--- src/rtl/reset_sequencer_if.sv ---
// Reset-sequencer output bundle: per-channel resets, sequence status, and the
// software reset request (request exists only when RESET_SEQ_SWREQ_EN is defined).
interface reset_sequencer_if #(
    parameter int NCHAN = 4
);
    logic [NCHAN-1:0] OUT_RST;
    logic             SEQ_BUSY;
    logic             SEQ_DONE;
`ifdef RESET_SEQ_SWREQ_EN
    logic             SW_RST_REQ;

    modport master (
        output OUT_RST,
        output SEQ_BUSY,
        output SEQ_DONE,
        input  SW_RST_REQ
    );

    modport slave (
        input  OUT_RST,
        input  SEQ_BUSY,
        input  SEQ_DONE,
        output SW_RST_REQ
    );
`else
    modport master (
        output OUT_RST,
        output SEQ_BUSY,
        output SEQ_DONE
    );

    modport slave (
        input  OUT_RST,
        input  SEQ_BUSY,
        input  SEQ_DONE
    );
`endif
endinterface

--- src/rtl/reset_sequencer.sv ---
// Staggered multi-channel reset release: channel k drops at E(RSTDELAY+1+k*STAGE_GAP).
// All outputs registered; IN_RST re-asserts every channel at the sampling edge.
// No backpressure; optional SW reset request under RESET_SEQ_SWREQ_EN.
module reset_sequencer #(
    parameter int NCHAN     = 4,
    parameter int RSTDELAY  = 1,
    parameter int STAGE_GAP = 2,
    parameter int SW_HOLD   = 4
) (
    input  logic              CLK,
    input  logic              IN_RST,
    reset_sequencer_if.master seq
);

    localparam int LAST = RSTDELAY + (NCHAN - 1) * STAGE_GAP;
    localparam int CMAX = (LAST > SW_HOLD) ? LAST : SW_HOLD;
    localparam int CW   = $clog2(CMAX + 1);
    localparam logic [CW-1:0] LAST_C = CW'(LAST);

`ifdef RESET_SEQ_SWREQ_EN
    typedef enum logic [1:0] {
        ST_HOLD   = 2'd0,
        ST_SWHOLD = 2'd1,
        ST_COUNT  = 2'd2,
        ST_DONE   = 2'd3
    } state_t;
`else
    typedef enum logic [1:0] {
        ST_HOLD  = 2'd0,
        ST_COUNT = 2'd2,
        ST_DONE  = 2'd3
    } state_t;
`endif

    state_t           state_q, state_d;
    logic [CW-1:0]    cnt_q, cnt_d;
    logic [NCHAN-1:0] out_rst_q, out_rst_d;
    logic             busy_q, busy_d;
    logic             done_q, done_d;

    logic [CW-1:0]    rel_idx;
    logic [NCHAN-1:0] rel_mask;
    logic             advance;

    // rel_idx is the release-edge index being taken this cycle: 0 at E1, 1 at E2, ...
    always_comb begin
        rel_idx = '0;
        if (state_q == ST_COUNT) begin
            rel_idx = cnt_q + CW'(1);
        end
    end

    always_comb begin
        rel_mask = '0;
        for (int k = 0; k < NCHAN; k++) begin
            if (rel_idx == CW'(RSTDELAY + k * STAGE_GAP)) begin
                rel_mask[k] = 1'b1;
            end
        end
    end

    always_comb begin
        state_d   = state_q;
        cnt_d     = cnt_q;
        out_rst_d = out_rst_q;
        busy_d    = busy_q;
        done_d    = done_q;
        advance   = 1'b0;

        case (state_q)
            ST_HOLD:  advance = 1'b1;
`ifdef RESET_SEQ_SWREQ_EN
            ST_SWHOLD: begin
                if (cnt_q == CW'(SW_HOLD - 1)) begin
                    advance = 1'b1;
                end else begin
                    cnt_d = cnt_q + CW'(1);
                end
            end
`endif
            ST_COUNT: advance = 1'b1;
            ST_DONE: begin
`ifdef RESET_SEQ_SWREQ_EN
                if (seq.SW_RST_REQ) begin
                    state_d   = ST_SWHOLD;
                    cnt_d     = '0;
                    out_rst_d = '1;
                    done_d    = 1'b0;
                end
`endif
            end
            default:  state_d = ST_HOLD;
        endcase

        // The edge leaving HOLD/SWHOLD is E1 and may already release channels.
        if (advance) begin
            cnt_d     = rel_idx;
            out_rst_d = out_rst_q & ~rel_mask;
            if (rel_idx == LAST_C) begin
                state_d = ST_DONE;
                busy_d  = 1'b0;
                done_d  = 1'b1;
            end else begin
                state_d = ST_COUNT;
                busy_d  = 1'b1;
                done_d  = 1'b0;
            end
        end
    end

    always_ff @(posedge CLK) begin
        if (IN_RST) begin
            state_q   <= ST_HOLD;
            cnt_q     <= '0;
            out_rst_q <= '1;
            busy_q    <= 1'b0;
            done_q    <= 1'b0;
        end else begin
            state_q   <= state_d;
            cnt_q     <= cnt_d;
            out_rst_q <= out_rst_d;
            busy_q    <= busy_d;
            done_q    <= done_d;
        end
    end

    assign seq.OUT_RST  = out_rst_q;
    assign seq.SEQ_BUSY = busy_q;
    assign seq.SEQ_DONE = done_q;

endmodule

--- src/flat_wrapper.sv ---
// flat-port wrapper written by rule: the top's interface ports become plain ports
module reset_sequencer_flat 
#(
    parameter int NCHAN     = 4,
    parameter int RSTDELAY  = 1,
    parameter int STAGE_GAP = 2,
    parameter int SW_HOLD   = 4
)
  (CLK, IN_RST, seq_OUT_RST, seq_SEQ_BUSY, seq_SEQ_DONE);
  reset_sequencer_if #(.NCHAN(NCHAN)) seq_i ();
  input  logic CLK;
  input  logic IN_RST;
  output wire logic [$bits(seq_i.OUT_RST)-1:0] seq_OUT_RST;
  output wire logic [$bits(seq_i.SEQ_BUSY)-1:0] seq_SEQ_BUSY;
  output wire logic [$bits(seq_i.SEQ_DONE)-1:0] seq_SEQ_DONE;
  assign seq_OUT_RST = seq_i.OUT_RST;
  assign seq_SEQ_BUSY = seq_i.SEQ_BUSY;
  assign seq_SEQ_DONE = seq_i.SEQ_DONE;
  reset_sequencer #(.NCHAN(NCHAN), .RSTDELAY(RSTDELAY), .STAGE_GAP(STAGE_GAP), .SW_HOLD(SW_HOLD)) u_core (.CLK(CLK), .IN_RST(IN_RST), .seq(seq_i));
endmodule
--- config.mk ---
export PLATFORM = sky130hd
export DESIGN_NAME = reset_sequencer_flat
export DESIGN_NICKNAME = d
export VERILOG_FILES = /design/src/rtl/reset_sequencer_if.sv /design/src/rtl/reset_sequencer.sv /design/src/flat_wrapper.sv
export SDC_FILE = /design/constraint.sdc
export NUM_CORES = 1
export LEC_CHECK = 0
export ABC_AREA = 1
export CAP_MARGIN = 40
export CORE_AREA = 10 10 47 49
export DETAILED_ROUTE_END_ITERATION = 6
export DIE_AREA = 0 0 57 59
export HOLD_SLACK_MARGIN = 0.12
export SETUP_SLACK_MARGIN = 0.02
export SLEW_MARGIN = 20
export SYNTH_ARGS = -nofsm -noshare
export SYNTH_HDL_FRONTEND = slang
export SYNTH_SLANG_ARGS = --single-unit
--- constraint.sdc ---
create_clock -name CLK -period 1.3 [get_ports CLK]
set_input_delay 0.13 -clock CLK [delete_from_list [all_inputs] [get_ports CLK]]
set_output_delay 0.13 -clock CLK [all_outputs]
set_load 0.01 [all_outputs]
==> summary.md <==
| Metric | Value |
|---|---|
| Overall power | about 630 µW |
| Power Density | around 1100 nW/µm² |
| Antenna violations before repair | 0 |
| All-layer global routing usage | 0.0549 |
| Syn nets | slightly below 60 |
| Most frequent cell after synthesis | nand2_1 |
| Die Y | 59 µm |
| Hold Path Class | reg -> reg |
| Starting Density | 0.313 |
| Sequential share of the synthesized area | 0.501 |
| Worst hold path cell count | 2 |
| Top post-synthesis cells by area | dfxtp_1 50%, nand2_1 17%, a21oi_1 8.0% |
| Arr. time, crit path | between 1 and 1.5 ns |
| Avg WL per Cell | 9.87 µm |
| Kind of critical path | reg -> reg |
| EDFF count, synth | 0 |
| Setup TNS | 0 ns |
| Buf/Inv on CP | 0 |
| CTS H-tree lvls | 1 |
| DR vias/cell | approximately 4.5 |
| MaxCap Viol Count | 0 |
| Least-Margin Pin Slew | 0.331 ns |
| IO buf count | 7 |
| Die X | ~57 µm |
| Post-CTS Setup Bufs | 0 |
| Worst vdd ir | 0.000761 V |
| Synthesized area | 439 µm² |
| Final nets | 70 |
| CP Launch Point | u_core.cnt_q[0] |
| R2R Path End | u_core.seq.OUT_RST[3] |
| RSZ-0062 raised after global routing | yes |
| N_diodes | 0 |
| Reg2Reg Launch Point | u_core.cnt_q[0] |
| Min Hold Slack | 0.445 ns |
| Startpoint types | register |
| Clock latency on the worst-skew pair | about 0.26 ns |
| Worst Hold Path EP | u_core.seq.OUT_RST[0] |
| Post-cts resize count | 0 |
| Synthesized area per cell | 7.98 µm² |
| Clk slew on worst S/H paths | 0.07 ns |
| Post-synth cell types | 14 |
| Status | finished, final reports clean |
| Critical path depth | 6 |
| Buffer depth of the longest clock path | 2 |
| Fin crit share | 0.928 |
| DR DRC count | 0 |
| #FFs+latches synth | 11 |
| Place WS | approximately 0.085 ns |
| Worst-path cell chain | ha_2, nand3_2, nor2_2, nand2_2, nand2_1, nand2_1 |
| Hold path startpoint | u_core.seq.OUT_RST[0] |
| Die ar. | 3360 µm² |
| Crit-path max cell delay | 0.34 ns |
| IO Count | 8 |
| 1st-pass router iterations | 4 |
| Peak Freq | 829 MHz |
| Post-synth ARST share | 0 |
| Pleak | around 0.27 nW |
| Slew HR | 0.779 |
| TritonCTS Buffers | 3 |
| Crit-path max FO | 4 |
| Yosys warns | 0 |
| FF/Latch Area | 221 µm² |
| Commonest register cell after synthesis | dfxtp_1 |
| Crit path top cell by count | nand2_1 |
| Num rows | 14 |
| Area growth, synth to finish | 29.9% |
| Max-slew violation count | 0 |
| Clock Sinks | 11 |
| R2R cell count | 6 |
| Max stage delay cell, worst path | dfxtp_2 |
| Clock root buffer | clkbuf_4 |
| Vias | 370 |
| GPL Wtd Cong | roughly 0.75 |
| Post-synth top area share | 0.501 |
| Fill cells | between 150 and 200 |
| Post-CTS Hold Fix Bufs | 0 |
| CTS tree | built |
| Worst setup EP type | register |
| Cells after synthesis | between 50 and 60 |
| Total gr overflow | 0 |
| Final hold vios | 0 |
| Largest net degree at the start of global routing | 9 |
| Final Critical Period | 1.21 ns |
| Yosys top cell by area | dfxtp_1 |
| Commonest cells in the synthesized netlist | 20 x nand2_1, 11 x dfxtp_1, 7 x a21oi_1, 4 x inv_1, 3 x inv_2 |
| Post-route ant nets | 0 |
| Crit-path leading delay family | simple AND/OR/NAND/NOR gates |
| PnR worst setup slack | 0.0938 ns |
| Area of the multi-input gates | 184 µm² |
| Layout cell share with drive strength beyond 1 | 0.212 |
| Required time of the worst setup path | 1.45 ns |
| Final setup violation count | 0 |
| CORE AREA | 1400 µm² |
| 1st-iter DRT viols | 5 |
| Total Wirelength | 809 µm |
| Worst Skew | 0.00299 ns |
| First-pass GRT wire length | roughly 1500 µm |
| Vias in the first global route | 378 |
| Post-DP HPWL | 649 µm |
| R2R setup slack | 0.09 ns |
==> worst max-delay path by stage <==
stage | slack (ns) | end
2_1_floorplan | 0.19 | u_core.seq.OUT_RST[3]
3_3_place_gp | 0.11 | u_core.seq.OUT_RST[3]
3_5_place_dp | 0.08 | u_core.seq.OUT_RST[3]
4_1_cts | 0.02 | seq_OUT_RST[3]
5_1_grt | 0.0002 | u_core.seq.OUT_RST[3]
6_report | 0.09 | u_core.seq.OUT_RST[3]
==> cell usage in the layout (no fill, tap or decap), drive strengths merged <==
master / synthesis / final
a21oi: 7 / 7
buf: 1 / 1
clkbuf: 0 / 4
clkdlybuf4s50: 0 / 1
dfxtp: 11 / 11
dlymetal6s2s: 0 / 6
ha: 1 / 1
inv: 7 / 7
nand2: 21 / 21
nand3: 2 / 2
nor2: 4 / 4
o21ai: 1 / 1
==> layer usage <==
metal,global-route usage,share of wire,wire length (µm)
met5,0,0,0
met3,0.0365,0.072,58
met1,0.0571,0.44,360
met2,0.0822,0.46,375
met4,0.0302,0.017,14
==> worst min-delay path, cell delays in order (launching register included) <==
cell and delay (ns):
dfxtp_1 0.31, nand2_1 0.06, nand2_1 0.04
==> final cells by class <==
class                           count  area share
Tap cell                           16      0.0351
Multi-Input combinational cell     36       0.322
Timing Repair Buffer                8       0.162
Sequential cell                    11       0.388
Inverter                            7      0.0461
Clock buffer                        4      0.0461
==> state kept, by name (all words and copies together), names as in the netlist <==
register and count:
u_core.state_q 2, u_core.seq.SEQ_BUSY 1, u_core.seq.OUT_RST 4, u_core.seq.SEQ_DONE 1, u_core.cnt_q 3
==> per-stage QoR <==
step / cells / utilization / cell area (µm²)
CTS: 82 / 0.394 / 552
finish: 82 / 0.407 / 571
detailed placement: 78 / 0.375 / 526
global route: 82 / 0.407 / 571
floorplan: 55 / - / 439
global placement: 78 / 0.375 / 526
==> logic make-up (layout without fill, tap and decap cells) <==
family | Yosys count | after routing | synth area share
simple gates | 27 | 27 | 0.293
buf+inv | 8 | 19 | 0.0855
fa+ha+maj | 1 | 1 | 0.0285
flops | 11 | 11 | 0.501
compound gates | 8 | 8 | 0.0911
==> power breakdown <==
group	internal [mW]	switching, mW	total, mW
sequential	0.349	0.00752	0.356
clock	0.118	0.103	0.221
combinational	0.0262	0.0303	0.0565
Power figures use the tool's default switching activity.
